--- src/rtl/spi_reg_controller_if.sv ---
// Request and SPI pin bundle for spi_reg_controller.
// master: the controller side; slave: the requester and pin observer.
interface spi_reg_controller_if;
  logic       start;
  logic       rw;
  logic [6:0] addr;
  logic [7:0] wdata;
  logic       busy;
  logic       done;
  logic       nCS;
  logic       SCLK;
  logic       COPI;

  modport master (
    input  start, rw, addr, wdata,
    output busy, done, nCS, SCLK, COPI
  );

  modport slave (
    output start, rw, addr, wdata,
    input  busy, done, nCS, SCLK, COPI
  );
endinterface

--- src/rtl/spi_reg_controller.sv ---
// Write-only SPI mode-0 initiator: one 16-bit {rw, addr, data} frame per
// accepted request, followed by a chip-select-high gap.
module spi_reg_controller #(
  parameter int CLK_DIV = 4,
  parameter int GAP_HP  = 2
) (
  input logic clk,
  input logic rst,
  spi_reg_controller_if.master bus
);

  localparam int GW = (GAP_HP > 1) ? $clog2(GAP_HP) : 1;
  localparam logic [7:0]    LAST  = 8'(CLK_DIV - 1);
  localparam logic [GW-1:0] GLAST = GW'(GAP_HP - 1);

  typedef enum logic [2:0] {
    IDLE, SETUP, SHIFT, HOLD, GAP
  } state_t;

  state_t        state;
  logic [14:0]   sh;
  logic [4:0]    bit_cnt;
  logic [7:0]    cnt;
  logic [GW-1:0] gap_cnt;

  // Frame sequencer; the bit currently on COPI is held in the output
  // register, sh keeps the bits still to be sent.
  always_ff @(posedge clk or posedge rst) begin
    if (rst) begin
      state    <= IDLE;
      sh       <= '0;
      bit_cnt  <= '0;
      cnt      <= '0;
      gap_cnt  <= '0;
      bus.nCS  <= 1'b1;
      bus.SCLK <= 1'b0;
      bus.COPI <= 1'b0;
      bus.busy <= 1'b0;
      bus.done <= 1'b0;
    end else begin
      bus.done <= 1'b0;
      unique case (state)
        IDLE: begin
          if (bus.start) begin
            sh       <= {bus.addr, bus.wdata};
            bit_cnt  <= '0;
            cnt      <= '0;
            bus.COPI <= bus.rw;
            bus.nCS  <= 1'b0;
            bus.busy <= 1'b1;
            state    <= SETUP;
          end
        end
        SETUP: begin
          if (cnt == LAST) begin
            cnt      <= '0;
            bus.SCLK <= 1'b1;
            state    <= SHIFT;
          end else begin
            cnt <= cnt + 8'd1;
          end
        end
        SHIFT: begin
          if (cnt != LAST) begin
            cnt <= cnt + 8'd1;
          end else begin
            cnt <= '0;
            if (bus.SCLK) begin
              bus.SCLK <= 1'b0;
              if (bit_cnt != 5'd15) begin
                sh       <= {sh[13:0], 1'b0};
                bus.COPI <= sh[14];
              end
            end else if (bit_cnt == 5'd15) begin
              state <= HOLD;
            end else begin
              bus.SCLK <= 1'b1;
              bit_cnt  <= bit_cnt + 5'd1;
            end
          end
        end
        HOLD: begin
          if (cnt != LAST) begin
            cnt <= cnt + 8'd1;
          end else begin
            cnt      <= '0;
            gap_cnt  <= '0;
            bus.nCS  <= 1'b1;
            bus.COPI <= 1'b0;
            state    <= GAP;
          end
        end
        GAP: begin
          if (cnt != LAST) begin
            cnt <= cnt + 8'd1;
          end else begin
            cnt <= '0;
            if (gap_cnt == GLAST) begin
              bus.busy <= 1'b0;
              bus.done <= 1'b1;
              state    <= IDLE;
            end else begin
              gap_cnt <= gap_cnt + 1'b1;
            end
          end
        end
        default: state <= IDLE;
      endcase
    end
  end

endmodule

--- src/flat_wrapper.sv ---
// flat-port wrapper written by rule: the top's interface ports become plain ports
module spi_reg_controller_flat 
#(
  parameter int CLK_DIV = 4,
  parameter int GAP_HP  = 2
)
  (clk, rst, bus_start, bus_rw, bus_addr, bus_wdata, bus_busy, bus_done, bus_nCS, bus_SCLK, bus_COPI);
  spi_reg_controller_if bus_i ();
  input logic clk;
  input logic rst;
  input wire logic [$bits(bus_i.start)-1:0] bus_start;
  input wire logic [$bits(bus_i.rw)-1:0] bus_rw;
  input wire logic [$bits(bus_i.addr)-1:0] bus_addr;
  input wire logic [$bits(bus_i.wdata)-1:0] bus_wdata;
  output wire logic [$bits(bus_i.busy)-1:0] bus_busy;
  output wire logic [$bits(bus_i.done)-1:0] bus_done;
  output wire logic [$bits(bus_i.nCS)-1:0] bus_nCS;
  output wire logic [$bits(bus_i.SCLK)-1:0] bus_SCLK;
  output wire logic [$bits(bus_i.COPI)-1:0] bus_COPI;
  assign bus_i.start = bus_start;
  assign bus_i.rw = bus_rw;
  assign bus_i.addr = bus_addr;
  assign bus_i.wdata = bus_wdata;
  assign bus_busy = bus_i.busy;
  assign bus_done = bus_i.done;
  assign bus_nCS = bus_i.nCS;
  assign bus_SCLK = bus_i.SCLK;
  assign bus_COPI = bus_i.COPI;
  spi_reg_controller #(.CLK_DIV(CLK_DIV), .GAP_HP(GAP_HP)) u_core (.clk(clk), .rst(rst), .bus(bus_i));
endmodule
--- config.mk ---
export PLATFORM = sky130hd
export DESIGN_NAME = spi_reg_controller_flat
export DESIGN_NICKNAME = d
export VERILOG_FILES = /design/src/rtl/spi_reg_controller_if.sv /design/src/rtl/spi_reg_controller.sv /design/src/flat_wrapper.sv
export SDC_FILE = /design/constraint.sdc
export NUM_CORES = 1
export LEC_CHECK = 0
export ABC_AREA = 1
export ABC_CLOCK_PERIOD_IN_PS = 4500
export CORE_MARGIN = 4
export CORE_UTILIZATION = 60
export CTS_CLUSTER_DIAMETER = 100
export CTS_CLUSTER_SIZE = 20
export DETAILED_ROUTE_END_ITERATION = 8
export PLACE_DENSITY_LB_ADDON = 0.3
export SYNTH_ARGS = -nofsm -noshare
export SYNTH_HDL_FRONTEND = slang
export SYNTH_SLANG_ARGS = --single-unit
--- constraint.sdc ---
create_clock -name clk -period 4.5 [get_ports clk]
set_input_delay 0.45 -clock clk [delete_from_list [all_inputs] [get_ports clk]]
set_output_delay 0.45 -clock clk [all_outputs]
set_load 0.005 [all_outputs]
Word-level counts from Yosys, hierarchy flattened
Index checks and enable logic that the tools add are counted.

storage, ports and cells
  output and inout bits = 5
  logic and storage cells = 97
  bits of input ports = 19
  register bits = 37

cells by class
  reductions and logical operators = 18
  multiplexer cells = 47
  equal/unequal tests = 19
  $add $sub $neg = 3

operators with widths
  cell                                                                      count
  15-bit two-way mux                                                        4
  15-bit case mux with 2 select lines                                       1
  3-bit two-way mux                                                         8
  8-bit two-way mux                                                         3
  8-bit case mux with 3 select lines                                        1
  5-bit two-way mux                                                         4
  1-bit two-way mux                                                         19
  3-bit case mux with 5 select lines                                        1
  2-bit inequality test (second input constant)                             6
  2-bit by 1-bit inequality test with 1-bit output (second input constant)  5
  5-bit case mux with 2 select lines                                        1
  5-bit AND reduction                                                       2
  2-bit nonzero test                                                        5
  3-bit AND reduction                                                       3
  8-bit by 1-bit adder with 8-bit output (second input constant)            1
  8-bit by 2-bit equality test with 1-bit output (second input constant)    1
  8-bit by 2-bit inequality test with 1-bit output (second input constant)  1
  1-bit case mux with 2 select lines                                        4
  8-bit AND reduction                                                       1
  3-bit by 2-bit equality test with 1-bit output (second input constant)    2
  6-bit AND reduction                                                       1
  3-bit nonzero test                                                        2
  5-bit by 1-bit adder with 5-bit output (second input constant)            1
  5-bit by 4-bit equality test with 1-bit output (second input constant)    1
  9 further kinds                                                           9

Longest topological paths before layout
  word-level depth = 5
  depth in mapped cells = 12
  mapped depth without buffers = 12

Least setup slack after synthesis
Ideal clock, no wire load.

  kind = reg-to-reg
  start point = register u_core.bit_cnt[0]
  end point = register u_core.sh[10]
  clock period less this slack = 1,604 ps
  path slack = 2,896 ps
  setup time = 117 ps
  data arrival time = 1,487 ps
  stages on the path, launching flop included = 12
  cell sequence = dfrtp_1 > ha_1 > nand2_1 > nor2_1 > ha_1 > inv_1 > nand2_1 > nand2_2 > nand3_2 > buf_6 > nand2_1 > nand2_1

on the way
  word-level cells in the longest chain between the ends = 3

ends and longest elaborated chain
  what                                                               RTL line                  RTL
  start: declaration                                                 spi_reg_controller.sv:22  logic [4:0] bit_cnt;
  start signal: assignment                                           spi_reg_controller.sv:78  bit_cnt <= bit_cnt + 5'd1;
  5-bit by 4-bit inequality test with 1-bit output                   spi_reg_controller.sv:70  if (bit_cnt != 5'd15) begin
  2-bit by 1-bit inequality test with 1-bit output (no source line)  --
  5-bit AND reduction (no source line)                               --
  end signal: assignment                                             spi_reg_controller.sv:45  sh <= {bus.addr, bus.wdata};
  end signal: assignment                                             spi_reg_controller.sv:71  sh <= {sh[13:0], 1'b0};
  end: declaration                                                   spi_reg_controller.sv:21  logic [14:0] sh;

Every way passes these cells.
A chain may end at the register's enable or synchronous reset.

Final worst setup path
  start point = register u_core.cnt[1]
  end point = register u_core.sh[9]

on the way
  word-level cells in the longest chain between the ends = 3

ends and longest elaborated chain
  what                                              RTL line                  RTL
  start: declaration                                spi_reg_controller.sv:23  logic [7:0] cnt;
  start signal: assignment                          spi_reg_controller.sv:60  cnt <= cnt + 8'd1;
  start signal: assignment                          spi_reg_controller.sv:65  cnt <= cnt + 8'd1;
  start signal: assignment                          spi_reg_controller.sv:84  cnt <= cnt + 8'd1;
  8-bit by 2-bit inequality test with 1-bit output  spi_reg_controller.sv:64  if (cnt != LAST) begin
  2-bit inequality test (no source line)            --
  5-bit AND reduction (no source line)              --

Every way passes these cells.

==> reports/summary.log <==
INFO  setup_path     crit_top_cell=sky130_fd_sc_hd__nand2_1
INFO  logic_synthesis yosys.area_share.adder=1.73%
INFO  die            die_width=68.2µm
INFO  drt            via_per_inst=5.30
INFO  placement      place_worst_setup_slack=2.06ns
INFO  setup_path     cp_top_family=simple AND/OR/NAND/NOR gates
INFO  power_and_ir_drop pwr_density_cell=591mW/mm²
INFO  finish         final_cell_area=0.00246mm²
INFO  logic_synthesis ys_seq_area_share=42.7%
INFO  setup_path     critPathSlowestCell=sky130_fd_sc_hd__nand2_1
INFO  finish         finalNetCount=353
INFO  grt            pin_count_of_the_biggest_net_entering_global_routing=38
INFO  drt            antenna_violating_nets_post_route=0
INFO  flow_run       cap_violations=0
INFO  placement      placedInstanceArea=0.00240mm²
INFO  drt            detailedRoute.firstPassIterationCount=4
INFO  logic_synthesis synth_xor_area_share=0.403%
INFO  sta            max_clock_skew=0.0149ns
INFO  logic_synthesis yosys-mux-area-fraction=0%
INFO  drt            detail_route.wl_per_cell=11.9µm
INFO  sta            final_period_minus_worst_setup_slack=2.44ns
INFO  finish         final_core_utilization=71.9%
INFO  grt            grt_first_pass_wirelength=7.78mm
INFO  sta            timing.final.max_slew_violations=0
INFO  finish         num_antenna_cells=0
INFO  drt            drc_errors=0
INFO  sta            final-hold-violation-count=0
INFO  clock_network  worst_skew_pair.late_latency=0.36ns
INFO  sta            setup_tns=0ns
INFO  power_and_ir_drop power.leakage=1.26nW
INFO  setup_path     cp.buffers_inverters=1
INFO  logic_synthesis fraction_of_the_mapped_netlist_area_in_compound_gates=4.32%
INFO  setup_path     timing_worst_setup_path_type=flip-flop to flip-flop
INFO  logic_synthesis synth_cell_type_count=25
INFO  sta            maximum_achievable_frequency=0.410GHz
INFO  die            initial_utilization=63.6%
INFO  setup_path     critPathMaxFanout=21
INFO  setup_path     path_cells=ha_1, nand2_1, nor2_2, inv_1, nand2_1, nand3_2, nand2_1, nand2_1
INFO  sta            setup_violations=0
INFO  logic_synthesis synthesis.instances=310
INFO  hold_path      hold_class=flip-flop to flip-flop
INFO  grt            grt_remaining_overflow=0
INFO  setup_path     timing.critical_path.to_type=flip-flop
INFO  placement      globalplace.congestion=0.878
INFO  sta            min_period_over_period=54.3%
INFO  die            area_enclosed_by_the_die_boundary=0.00465mm²
INFO  sta            rsz0062_at_grt=no
INFO  sta            maxSlewHeadroom=43.1%
INFO  grt            track_usage=22.1%
INFO  clock_network  clkSlewWorstSetupHoldPaths=0.11ns
INFO  logic_synthesis yosys_warnings=0
INFO  clock_network  tritoncts_num_sinks=37
INFO  placement      place.detailed.hpwl=3.18mm
INFO  die            num_io_pins=24
INFO  clock_network  cts_tree=built
INFO  finish         fin_cells=378
INFO  logic_synthesis synth_seq_cells=37
INFO  logic_synthesis synth.largest_area_cell=sky130_fd_sc_hd__dfrtp_1
INFO  finish         fillCellCount=289
INFO  power_and_ir_drop ir_worst_vdd=0.000290V
INFO  clock_network  post_cts_buffers=0
INFO  clock_network  post_cts_resized=0
INFO  die            num_rows=21
INFO  grt            grt_antenna_before_repair=0
INFO  setup_path     critical_path_arrival=2.68ns
INFO  sta            worst_pin_slew=0.848ns
INFO  drt            drt-initial-drc-count=199
INFO  logic_synthesis synth.net_count=332
INFO  clock_network  max-clock-path-buffers=2
INFO  placement      dp_cells=370
INFO  clock_network  root_buffer_selected_by_cts=sky130_fd_sc_hd__clkbuf_4
INFO  drt            routed-via-count=2002
INFO  logic_synthesis yosysTopAreaCellShare=41.5%
INFO  finish         post_route_cells_drive_above_1_share=7.53%
INFO  logic_synthesis synth_area_per_cell=7.01µm²
INFO  clock_network  cts_max_level=2
INFO  finish         area.growth.synth_to_final=13.1%
INFO  setup_path     cp_max_stage_delay=0.55ns
INFO  setup_path     worst_setup_path_start_kind=flip-flop
INFO  logic_synthesis synth_top_family_by_area=simple AND/OR/NAND/NOR gates
INFO  die            die-height=68.2µm
INFO  logic_synthesis synth_top_cells_by_area=sky130_fd_sc_hd__dfrtp_1, sky130_fd_sc_hd__nand2_1, sky130_fd_sc_hd__nand3_1, sky130_fd_sc_hd__nor2_1, sky130_fd_sc_hd__nand4_1
INFO  logic_synthesis yosys.area_share.simple=43.5%
INFO  setup_path     crit_required=4.74ns
INFO  placement      io_buffers=23
INFO  outcome        run_status=finished clean
INFO  drt            wirelength=4.49mm
INFO  die            core-area=0.00342mm²
INFO  sta            post-route-worst-setup-slack=2.06ns
INFO  clock_network  cts-buffers-inserted=5
INFO  logic_synthesis synthesis.area=0.00217mm²
INFO  grt            first_global_vias=1801
INFO  clock_network  cts_hold_buffers=0
cells in the final DEF (no fill, tap or decap):
cell type | netlist | routed
sky130_fd_sc_hd__clkbuf_4 | 0 | 5
sky130_fd_sc_hd__clkinv_2 | 0 | 2
sky130_fd_sc_hd__nand4_1 | 14 | 14
sky130_fd_sc_hd__o21ai_1 | 3 | 3
sky130_fd_sc_hd__nor3b_1 | 1 | 1
sky130_fd_sc_hd__inv_1 | 22 | 22
sky130_fd_sc_hd__clkinvlp_4 | 0 | 1
sky130_fd_sc_hd__dfrtp_1 | 36 | 36
sky130_fd_sc_hd__nor2_4 | 2 | 2
sky130_fd_sc_hd__nor3_1 | 5 | 5
sky130_fd_sc_hd__nand3_1 | 21 | 21
sky130_fd_sc_hd__nand3b_1 | 3 | 3
sky130_fd_sc_hd__nor3_2 | 1 | 1
sky130_fd_sc_hd__nor2_2 | 2 | 2
sky130_fd_sc_hd__nor2_1 | 25 | 25
sky130_fd_sc_hd__nand2_1 | 136 | 136
sky130_fd_sc_hd__dfstp_2 | 1 | 1
sky130_fd_sc_hd__a21oi_1 | 4 | 4
sky130_fd_sc_hd__nand2_2 | 3 | 3
sky130_fd_sc_hd__o21ai_0 | 10 | 10
sky130_fd_sc_hd__nand3_2 | 3 | 3
sky130_fd_sc_hd__xor2_1 | 1 | 1
sky130_fd_sc_hd__o21ai_2 | 1 | 1
sky130_fd_sc_hd__ha_1 | 3 | 3
sky130_fd_sc_hd__buf_4 | 1 | 1
sky130_fd_sc_hd__clkdlybuf4s50_1 | 0 | 23
sky130_fd_sc_hd__inv_2 | 3 | 3
registers in the layout (all words and copies together), names as in the netlist:
signal           flops
u_core.sh           15
u_core.cnt           8
u_core.bit_cnt       5
u_core.state         3
u_core.bus.COPI      1
u_core.bus.SCLK      1
u_core.bus.busy      1
u_core.bus.done      1
u_core.bus.nCS       1
u_core.gap_cnt       1
worst reg2reg max path, stage by stage (launching register included):
cell                      delay [ns]
sky130_fd_sc_hd__dfrtp_1        0.41
sky130_fd_sc_hd__ha_1           0.26
sky130_fd_sc_hd__nand2_1        0.09
sky130_fd_sc_hd__nor2_2         0.20
sky130_fd_sc_hd__inv_1          0.16
sky130_fd_sc_hd__nand2_1        0.55
sky130_fd_sc_hd__nand3_2        0.43
sky130_fd_sc_hd__nand2_1        0.17
sky130_fd_sc_hd__nand2_1        0.07
report_power, final:
part | internal, mW | total, mW | switching, mW | leakage [nW]
Clock | 0.0589 | 0.176 | 0.117 | 0.0310
Combinational | 0.245 | 0.727 | 0.482 | 0.754
Sequential | 0.452 | 0.549 | 0.0969 | 0.476
cells in the mapped netlist (all sizes together):
| library cell | n |
|---|---|
| nand2 | 139 |
| dfrtp | 36 |
| nor2 | 29 |
| inv | 25 |
| nand3 | 24 |
| nand4 | 14 |
| o21ai | 14 |
| buf | 10 |
| nor3 | 6 |
| a21oi | 4 |
| ha | 3 |
| nand3b | 3 |
| dfstp | 1 |
| nor3b | 1 |
| xor2 | 1 |
cell type report:
| type | instances | area, µm² | share of cell area [%] |
|---|---|---|---|
| Clock buffer | 5 | 37.5 | 1.53 |
| Clock inverter | 3 | 17.5 | 0.713 |
| Inverter | 25 | 93.8 | 3.82 |
| Multi-Input combinational cell | 238 | 1090 | 44.2 |
| Sequential cell | 37 | 927 | 37.7 |
| Tap cell | 46 | 57.6 | 2.34 |
| Timing Repair Buffer | 24 | 238 | 9.67 |
layer usage:
| layer | part of all wire, % | wire, µm | vias up | track usage (%) |
|---|---|---|---|---|
| met5 | 0 | 0 | - | 0 |
| met1 | 48 | 2170 | 913 | 30.0 |
| met2 | 45 | 2030 | 55 | 33.8 |
| met4 | 1.3 | 57 | 0 | 7.94 |
| met3 | 5.3 | 238 | 5 | 6.24 |
| li1 | - | - | 1029 | - |
kinds of logic after synthesis:
logic type | after synthesis
buf+inv | 35
xor+xnor | 1
fa+ha+maj | 3
flops | 37
simple gates | 216
compound gates | 18
path summary, 6_finish.rpt:
path	end	slack, ns	startpoint	cells after the start
setup / recovery	u_core.sh[9]$_DFFE_PP0P_	2.06	u_core.cnt[1]$_DFFE_PP0P_	8
max in group asynchronous	u_core.bus.nCS$_DFFE_PP1P_	3.65	rst	3
setup reg to reg	u_core.sh[9]$_DFFE_PP0P_	2.06	u_core.cnt[1]$_DFFE_PP0P_	8
min in group asynchronous	u_core.sh[4]$_DFFE_PP0P_	0.49	rst	3
hold reg to reg	u_core.bus.nCS$_DFFE_PP1P_	0.46	u_core.bus.nCS$_DFFE_PP1P_	2
hold / removal	u_core.bus.nCS$_DFFE_PP1P_	0.46	u_core.bus.nCS$_DFFE_PP1P_	2
through the flow:
step                power (mW)  hold WS (ns)
floorplan                 1.13         0.442
global placement          1.26         0.449
detailed placement        1.28         0.450
CTS                       1.45         0.466
global route              1.59         0.499
finish                    1.45         0.464
Note: power is estimated with default switching activity, not from simulation.
